===== src/rtl/toggle_count_ctrl_pkg.sv =====
// Shared definitions for the toggle-count controller.
//   state_t      : controller FSM encoding (IDLE / RUN / DONE)
//   UP / DOWN    : values of the up_dn input
//   FREE/ONESHOT : values of the mode input
package toggle_count_ctrl_pkg;

  typedef enum logic [1:0] {
    IDLE = 2'b00,
    RUN  = 2'b01,
    DONE = 2'b10
  } state_t;

  localparam logic UP      = 1'b1;
  localparam logic DOWN    = 1'b0;
  localparam logic FREE    = 1'b0;
  localparam logic ONESHOT = 1'b1;

endpackage


===== src/rtl/toggle_count_ctrl_t_ff_cell.sv =====
// Single T flip-flop storage bit, built from a D flip-flop with D = Q ^ T.
// Ports:
//   clock : rising-edge clock
//   reset : asynchronous active-low reset, clears Q
//   t     : toggle enable
//   q     : stored bit
//   qb    : complement of q
module t_ff_cell (
  input  logic clock,
  input  logic reset,
  input  logic t,
  output logic q,
  output logic qb
);

  always_ff @(posedge clock or negedge reset) begin
    if (!reset) q <= 1'b0;
    else        q <= q ^ t;
  end

  assign qb = ~q;

endmodule


===== src/rtl/toggle_count_ctrl.sv =====
// Programmable modulo counter built on a bank of T flip-flops.  The controller
// works out the next count each cycle and drives the bank with
// t_vec = count ^ next_count.
// Ports:
//   clock, reset        : system clock, asynchronous active-low reset
//   start / stop        : run handshake (start sampled in IDLE, stop in RUN)
//   up_dn               : 1 = up, 0 = down, applies to the current step
//   mode                : 0 = free-run wrap, 1 = one-shot halt at terminal
//   load / load_val     : preset in IDLE, clamped to MAX_COUNT
//   count               : Q of the T flip-flop bank
//   t_vec               : T enables applied this cycle
//   busy / tc / done    : running, at terminal value, one-shot completion pulse
//
// state | meaning
// IDLE  | waiting for start; load may preset the count
// RUN   | stepping the count once per cycle
// DONE  | one-shot reached terminal; single-cycle done pulse
module toggle_count_ctrl
  import toggle_count_ctrl_pkg::*;
#(
  parameter int WIDTH     = 4,
  parameter int MAX_COUNT = 9
) (
  input  logic             clock,
  input  logic             reset,
  input  logic             start,
  input  logic             stop,
  input  logic             up_dn,
  input  logic             mode,
  input  logic             load,
  input  logic [WIDTH-1:0] load_val,
  output logic [WIDTH-1:0] count,
  output logic [WIDTH-1:0] t_vec,
  output logic             busy,
  output logic             tc,
  output logic             done
);

  localparam logic [WIDTH-1:0] MAX_V = WIDTH'(MAX_COUNT);

  state_t           state;
  logic [WIDTH-1:0] q;
  logic [WIDTH-1:0] qb_unused;
  logic [WIDTH-1:0] next_count;
  logic [WIDTH-1:0] target;
  logic [WIDTH-1:0] term_val;
  logic [WIDTH-1:0] t_int;
  logic             at_term;

  always_comb begin
    target     = (load_val > MAX_V) ? MAX_V : load_val;
    term_val   = (up_dn == UP) ? MAX_V : '0;
    at_term    = (state == RUN) && (q == term_val);
    next_count = q;
    case (state)
      IDLE: begin
        if (load) next_count = target;
      end
      RUN: begin
        // stop wins over both stepping and terminal handling
        if (!stop) begin
          if (at_term) begin
            if (mode == FREE) next_count = (up_dn == UP) ? '0 : MAX_V;
          end else begin
            next_count = (up_dn == UP) ? q + 1'b1 : q - 1'b1;
          end
        end
      end
      default: next_count = q;
    endcase
  end

  assign t_int = q ^ next_count;
  // Keep the visible enables quiet while reset is asserted, even if load is high.
  assign t_vec = reset ? t_int : '0;
  assign tc    = at_term;
  assign count = q;

  for (genvar i = 0; i < WIDTH; i++) begin : g_bank
    t_ff_cell u_cell (
      .clock (clock),
      .reset (reset),
      .t     (t_int[i]),
      .q     (q[i]),
      .qb    (qb_unused[i])
    );
  end

  always_ff @(posedge clock or negedge reset) begin
    if (!reset) begin
      state <= IDLE;
      busy  <= 1'b0;
      done  <= 1'b0;
    end else begin
      done <= 1'b0;
      case (state)
        IDLE: begin
          if (start) begin
            state <= RUN;
            busy  <= 1'b1;
          end
        end
        RUN: begin
          if (stop) begin
            state <= IDLE;
            busy  <= 1'b0;
          end else if (at_term && (mode == ONESHOT)) begin
            state <= DONE;
            busy  <= 1'b0;
            done  <= 1'b1;
          end
        end
        DONE: begin
          state <= IDLE;
        end
        default: begin
          state <= IDLE;
          busy  <= 1'b0;
        end
      endcase
    end
  end

endmodule

===== config.mk =====
export PLATFORM = sky130hd
export DESIGN_NAME = toggle_count_ctrl
export DESIGN_NICKNAME = d
export VERILOG_FILES = /design/src/rtl/toggle_count_ctrl_pkg.sv /design/src/rtl/toggle_count_ctrl_t_ff_cell.sv /design/src/rtl/toggle_count_ctrl.sv
export SDC_FILE = /design/constraint.sdc
export NUM_CORES = 1
export LEC_CHECK = 0
export ABC_AREA = 0
export BUFFER_PORTS_ARGS = -buffer_cell sky130_fd_sc_hd__buf_2
export CAP_MARGIN = 25
export CORE_MARGIN = 4
export CORE_UTILIZATION = 50
export DETAILED_ROUTE_END_ITERATION = 7
export PLACE_DENSITY_LB_ADDON = 0.3
export SLEW_MARGIN = 20
export SYNTH_ARGS = -nofsm -noshare
export SYNTH_HDL_FRONTEND = slang
export SYNTH_SLANG_ARGS = --single-unit

===== constraint.sdc =====
create_clock -name clock -period 4.67 [get_ports clock]
set_input_delay 1.401 -clock clock [delete_from_list [all_inputs] [get_ports clock]]
set_output_delay 1.401 -clock clock [all_outputs]
set_load 0.01 [all_outputs]

==> results of run 1 <==
-- worst max-delay path, delay by kind of cell --
| kind | cells | cell delay [ns] |
|---|---|---|
| AND/OR/NAND/NOR | 1 | 0.41 |
| XOR/XNOR | 1 | 0.17 |
| AO/OA/AOI/OAI | 3 | 0.52 |
| buffers and inverters | 2 | 0.28 |
| adder cells (fa/ha/maj) | 1 | 0.43 |
-- synthesized netlist by cell type (2+ instances only) --
cell | count | share of area (%)
a21boi_1 | 2 | 1.9
a21o_1 | 2 | 1.9
a21oi_1 | 6 | 3.9
a311oi_1 | 4 | 4.5
a31oi_1 | 3 | 2.4
a32oi_1 | 2 | 2.3
buf_4 | 4 | 3.9
clkbuf_1 | 2 | 0.97
dfrtp_1 | 8 | 26
ha_1 | 2 | 3.2
inv_1 | 8 | 3.9
nand2_1 | 7 | 3.4
nand2b_1 | 4 | 3.2
nand3_1 | 2 | 1.3
nand3b_1 | 2 | 1.9
nor2_1 | 5 | 2.4
nor3_1 | 4 | 2.6
o21ai_0 | 2 | 1.3
-- cells by family (layout without fill, tap and decap cells) --
group	count (synthesis)	count (layout)	synth area share, %
buf+inv	16	33	10.1
simple gates	33	33	25.5
compound gates	32	32	31.5
fa+ha+maj	3	3	5.84
flops	8	8	26.0
xor+xnor	1	1	1.14
-- flip-flops by register name, summed over array words and instances, names as in the netlist --
register and cells:
g_bank.u_cell.q 4, state 2, busy 1, done 1
-- path summary, 6_finish.rpt --
kind,start,to,slack [ns],depth (start not counted)
setup / recovery,up_dn,t_vec[2],0.06,8
hold / removal,busy$_DFFE_PN0P_,busy$_DFFE_PN0P_,0.56,2
setup reg to reg,state[1]$_DFFE_PN0P_,g_bank[3].u_cell.q$_DFF_PN0_,2.77,6
hold reg to reg,busy$_DFFE_PN0P_,busy$_DFFE_PN0P_,0.56,2
max in group asynchronous,reset,state[1]$_DFFE_PN0P_,3.48,1
min in group asynchronous,reset,state[0]$_DFFE_PN0P_,1.00,1
-- power by group through the flow --
stage          clock, mW  sequential, mW  combinational, mW
2_1_floorplan          0           0.121              0.209
3_3_place_gp           0           0.136              0.237
3_5_place_dp           0           0.139              0.245
4_1_cts           0.0563           0.138              0.246
5_1_grt           0.0596           0.142              0.278
6_report          0.0534           0.137              0.245
-- layer usage --
layer	up-vias	share of wire, %
met1	374	44
li1	384	-
met5	-	0
met2	14	51
met4	0	0
met3	0	5.0
-- final cells by class --
| class | instances | area (um^2) |
|---|---|---|
| clock buffers | 3 | 22.5 |
| fillers | 136 | 504 |
| inverters | 9 | 35.0 |
| multi-input cells | 69 | 497 |
| flip-flops and latches | 8 | 200 |
| well taps | 15 | 18.8 |
| repair buffers | 21 | 105 |
-- through the flow --
step / std cells / setup TNS [ns] / hold slack, ns / worst slack (ns) / instance area (um^2)
final: 125 / 0 / 0.565 / 0.0579 / 878
after global routing: 125 / -0.0356 / 0.576 / -0.0232 / 878
after CTS: 125 / 0 / 0.560 / 0.0240 / 875
after detailed placement: 122 / 0 / 0.554 / 0.0270 / 852
after global placement: 122 / 0 / 0.533 / 0.0866 / 852
after floorplan: 93 / 0 / 0.571 / 0.320 / 771
-- cell usage in the layout, fill, tap and decap left out, drive strengths merged, types with 2 or more instances in the layout --
cell,Yosys,routed
a211oi,2,2
a21boi,2,2
a21o,2,2
a21oi,6,6
a311oi,4,4
a31oi,3,3
a32oi,2,2
buf,5,21
clkbuf,2,3
dfrtp,8,8
ha,2,2
inv,8,8
nand2,7,7
nand2b,4,4
nand3,2,2
nand3b,2,2
nor2,5,5
nor3,4,4
o21ai,3,3
or3,3,3
-- timing repair --
item                       CTS  global route
gates resized for setup      0             1
setup buffers                0             0
setup endpoints to repair    0             2
==> impl_metrics.yaml, run 1 <==
routing:
  wl_per_cell_um: 14.6
  first_pass_iters: 4
  drc: 0
  wirelength_um: 1820
  vias: 772
  drtIter0Drc: 16
  via_per_inst: 6.18
  ant_nets: 0
global_routing:
  gr-total-overflow: 0
  grt_pass1_wl_um: 3030
  track_usage_pct: 19.2
  grt.busiest_layer: "met2"
  met1_usage_pct: 20.1
  grt_pass1_vias: 755
  grt_max_degree: 16
  grt_use_met2_pct: 35.0
  grtUsageMet3_pct: 6.90
  antenna_found_initial: 0
setup_path:
  slowest_delay_ns: 0.43
  slowest_stage: "fa_1"
  critPathLaunchType: "input pin"
  cp-end-kind: "output port"
  cp_data_required_time_ns: 3.27
  cp_common_cell: "buf_2"
  worstSetupPathType: "in2out"
  path_max_fanout: 7
  cp_cell_sequence: "buf_2 > fa_1 > xor2_1 > a311oi_1 > a21oi_2 > or3_2 > a21boi_1 > buf_2"
  cp_data_arrival_time_ns: 3.21
clock_tree:
  holdBufCountCts: 0
  clockBufferDepth: 2
  cts_sinks: 8
  cts-root-buf: "clkbuf_4"
  cts_buffers: 3
  clkTransAtPathRegs_ns: 0.06
  cts_tree: "yes"
  h-tree-depth: 1
  insertion_delay_ns: 0.25
power:
  p_per_area_nw_per_um2: 497
  power_frac_comb_pct: 56.2
  ir_drop_uv: 241
  finalPower_mw: 0.436
  clkPwrFrac_pct: 12.2
  p_int_mw: 0.232
  switching_share_pct: 46.8
  switchingPower_mw: 0.204
  p_leak_nw: 0.429
  pwr-share-seq_pct: 31.5
run:
  drv_cap: 0
timing:
  slew_violations: 0
  fmax_ghz: 0.217
  slew_headroom_pct: 64.9
  final_hold_viol_count: 0
  period_needed_ns: 4.61
  grt_setup_unrepaired: "yes"
  worstMarginPinSlew_ns: 0.526
  layout_worst_path_cycle_share_pct: 98.8
  skew_ns: 0.00451
  finalSetupViolations: 0
status:
  status: "completed"
die:
  die_h_um: 47.3
  start_util_pct: 55.7
  die-area_um2: 2230
  fp.dieW_um: 47.3
  core_area_um2: 1380
  boundaryPins: 22
  row_count: 13
synth:
  syn_avg_cell_area_um2: 8.29
  synth_edf_count: 0
  ys_types: 42
  syn-num-nets: 107
  syn_area_um2: 771
  ys_ff_latch: 8
  yosysSeqAreaShare_pct: 26.0
  async_flop_share_pct: 100
  synth_ff_type: "dfrtp_1"
  ys_warn_count: 0
  synthCells: 93
placed_design:
  dpl.hpwl_um: 1430
  numPortBuffers: 21
  gp_congestion: 0.889
cells_and_area:
  diodes: 0
  nNetsFinal: 126
  syn_to_final_growth_pct: 14.0
  utilization_pct: 63.5
  drive_above_1_share_pct: 30.0
worst_hold_path:
  hold_class: "reg2reg"
Note: power is estimated with default switching activity, not from simulation.
==> run 2: changes to the inputs <==
--- a/config.mk
+++ b/config.mk
@@ -11,7 +11,7 @@
 export CORE_MARGIN = 4
 export CORE_UTILIZATION = 50
 export DETAILED_ROUTE_END_ITERATION = 7
-export PLACE_DENSITY_LB_ADDON = 0.3
+export PLACE_DENSITY = 0.74
 export SLEW_MARGIN = 20
 export SYNTH_ARGS = -nofsm -noshare
 export SYNTH_HDL_FRONTEND = slang
==> constraint.sdc (replaced) <==
create_clock -name clock -period 5.15 [get_ports clock]
set_input_delay 1.545 -clock clock [delete_from_list [all_inputs] [get_ports clock]]
set_output_delay 1.545 -clock clock [all_outputs]
set_load 0.01 [all_outputs]
==> run 2 against run 1 <==
Effect of this change: total power shrank 10%; worst hold slack worse by 0.017 ns; cell count stayed put; register-to-register slack improved by 0.45 ns; sequential share of layout area increased by 0.098 points; flip-flop and latch count did not move; first-iteration DRC count shrank 44%; largest cell class unchanged.
==> impl_metrics.yaml, run 2 (synthesis results as in run 1) <==
status:
  status: "completed"
routing:
  first_pass_iters: 4
  wl_per_cell_um: 13.9
  drtIter0Drc: 9
  via_per_inst: 6.07
  vias: 759
  wirelength_um: 1740
  ant_nets: 0
  drc: 0
clock_tree:
  post-cts-setup-buffers: 0
  cts_buffers: 3
  cts_tree: "yes"
  holdBufCountCts: 0
  cts-root-buf: "clkbuf_4"
  h-tree-depth: 1
  cts_sinks: 8
  cts_resized: 0
  clockBufferDepth: 2
  insertion_delay_ns: 0.25
  clkTransAtPathRegs_ns: 0.05
setup_path:
  critPathTopFamily: "compound AO/OA/AOI/OAI gates"
  slowest_delay_ns: 0.43
  path_max_fanout: 7
  path_buf_inv: 2
  cp_data_required_time_ns: 3.61
  cp_common_cell: "buf_2"
  reg2regPathDepth: 6
  worstSetupPathType: "in2out"
  critPathLaunchType: "input pin"
  cp-end-kind: "output port"
  r2r-start: "g_bank[2].u_cell.q$_DFF_PN0_"
  r2r-end: "g_bank[3].u_cell.q$_DFF_PN0_"
  slowest_stage: "fa_1"
  cp_data_arrival_time_ns: 3.37
  reg2reg_setup_slack_ns: 3.22
  cp_cell_sequence: "buf_2 > fa_1 > xor2_1 > a311oi_1 > a21oi_1 > or3_2 > a21boi_1 > buf_2"
cells_and_area:
  reg_top3: "g_bank.u_cell.q x4, state x2"
  syn_to_final_growth_pct: 13.5
  final_common_cell: "buf_2"
  nNetsFinal: 126
  layout_common_cells: "buf_2 (21), inv_1 (8), dfrtp_1 (8), nand2_1 (7), a21oi_1 (6)"
  largest_register_ffs: 4
  stdcell_area_um2: 875
  top_register: "g_bank.u_cell.q"
  diodes: 0
  drive_above_1_share_pct: 29.1
die:
  die-area_um2: 2230
  start_util_pct: 55.7
  fp.dieW_um: 47.3
  core_area_um2: 1380
  boundaryPins: 22
  row_count: 13
  die_h_um: 47.3
run:
  drv_cap: 0
global_routing:
  track_usage_pct: 18.8
  grt_max_degree: 16
  antenna_found_initial: 0
  grt_pass1_wl_um: 2910
  grt_pass1_vias: 724
  gr-total-overflow: 0
timing:
  fin_tns_setup_ns: 0
  layout_worst_path_cycle_share_pct: 95.4
  final_hold_viol_count: 0
  finalSetupViolations: 0
  grt_setup_unrepaired: "no"
  worstMarginPinSlew_ns: 0.498
  period_needed_ns: 4.91
  slew_headroom_pct: 66.8
  skew_ns: 0.00230
  slew_violations: 0
  fmax_ghz: 0.204
power:
  p_per_area_nw_per_um2: 449
  p_leak_nw: 0.429
  p_int_mw: 0.209
  clkPwrFrac_pct: 11.8
  pwr-share-seq_pct: 31.5
  switchingPower_mw: 0.183
  switching_share_pct: 46.6
  finalPower_mw: 0.392
  power_frac_comb_pct: 56.7
  ir_drop_uv: 209
placed_design:
  place_area_um2: 852
  numPortBuffers: 21
  dpl.hpwl_um: 1420
  gp_congestion: 0.880
worst_hold_path:
  hold_path_end: "busy$_DFFE_PN0P_"
  hold_class: "reg2reg"
  hold_path.startpoint: "busy$_DFFE_PN0P_"
  holdPathStages: 2
-- run 2: routing by layer --
metal  vias up  share of wire [%]  track usage (%)  wire, um
met5         -                  0                0         0
met4         0                  0             3.31         0
met3         0                5.4             8.43        94
met2        19                 49             32.4       860
met1       359                 45             21.5       783
li1        381                  -                -         -
-- run 2: layout make-up --
cell class / instances / area (um^2)
fillers: 128 / 508
multi-input cells: 69 / 493
flip-flops and latches: 8 / 200
repair buffers: 21 / 105
inverters: 9 / 35.0
clock buffers: 3 / 22.5
well taps: 15 / 18.8
-- run 2: worst max-delay path by stage --
stage,startpoint,endpoint,slack (ns),cells past startpoint
after detailed placement,up_dn,t_vec[2],0.24,8
final,up_dn,t_vec[2],0.24,8
after CTS,up_dn,t_vec[2],0.24,8
after global placement,up_dn,t_vec[2],0.27,8
after global routing,up_dn,t_vec[2],0.12,8
after floorplan,up_dn,t_vec[2],0.51,6
-- run 2: worst reg2reg max path: stages, from the launching register on --
cell and delay, ns:
dfrtp_1 0.48, ha_1 0.37, a21oi_1 0.21, a22o_1 0.19, a211oi_2 0.07, or3_4 0.40, a21oi_1 0.13
-- run 2: metrics by stage --
| step | cells | hold slack [ns] | utilization [%] | worst slack [ns] |
|---|---|---|---|---|
| floorplan | 93 | 0.571 | - | 0.512 |
| finish | 125 | 0.548 | 63.3 | 0.236 |
| CTS | 125 | 0.553 | 63.3 | 0.238 |
| global placement | 122 | 0.534 | 61.6 | 0.274 |
| global route | 125 | 0.589 | 63.3 | 0.123 |
| detailed placement | 122 | 0.547 | 61.6 | 0.238 |
-- run 2: power groups by stage --
stage	combinational, mW	clock, mW	sequential, mW
2_1_floorplan	0.189	0	0.110
3_3_place_gp	0.217	0	0.124
3_5_place_dp	0.223	0	0.125
4_1_cts	0.224	0.0490	0.124
5_1_grt	0.248	0.0534	0.129
6_report	0.223	0.0462	0.124
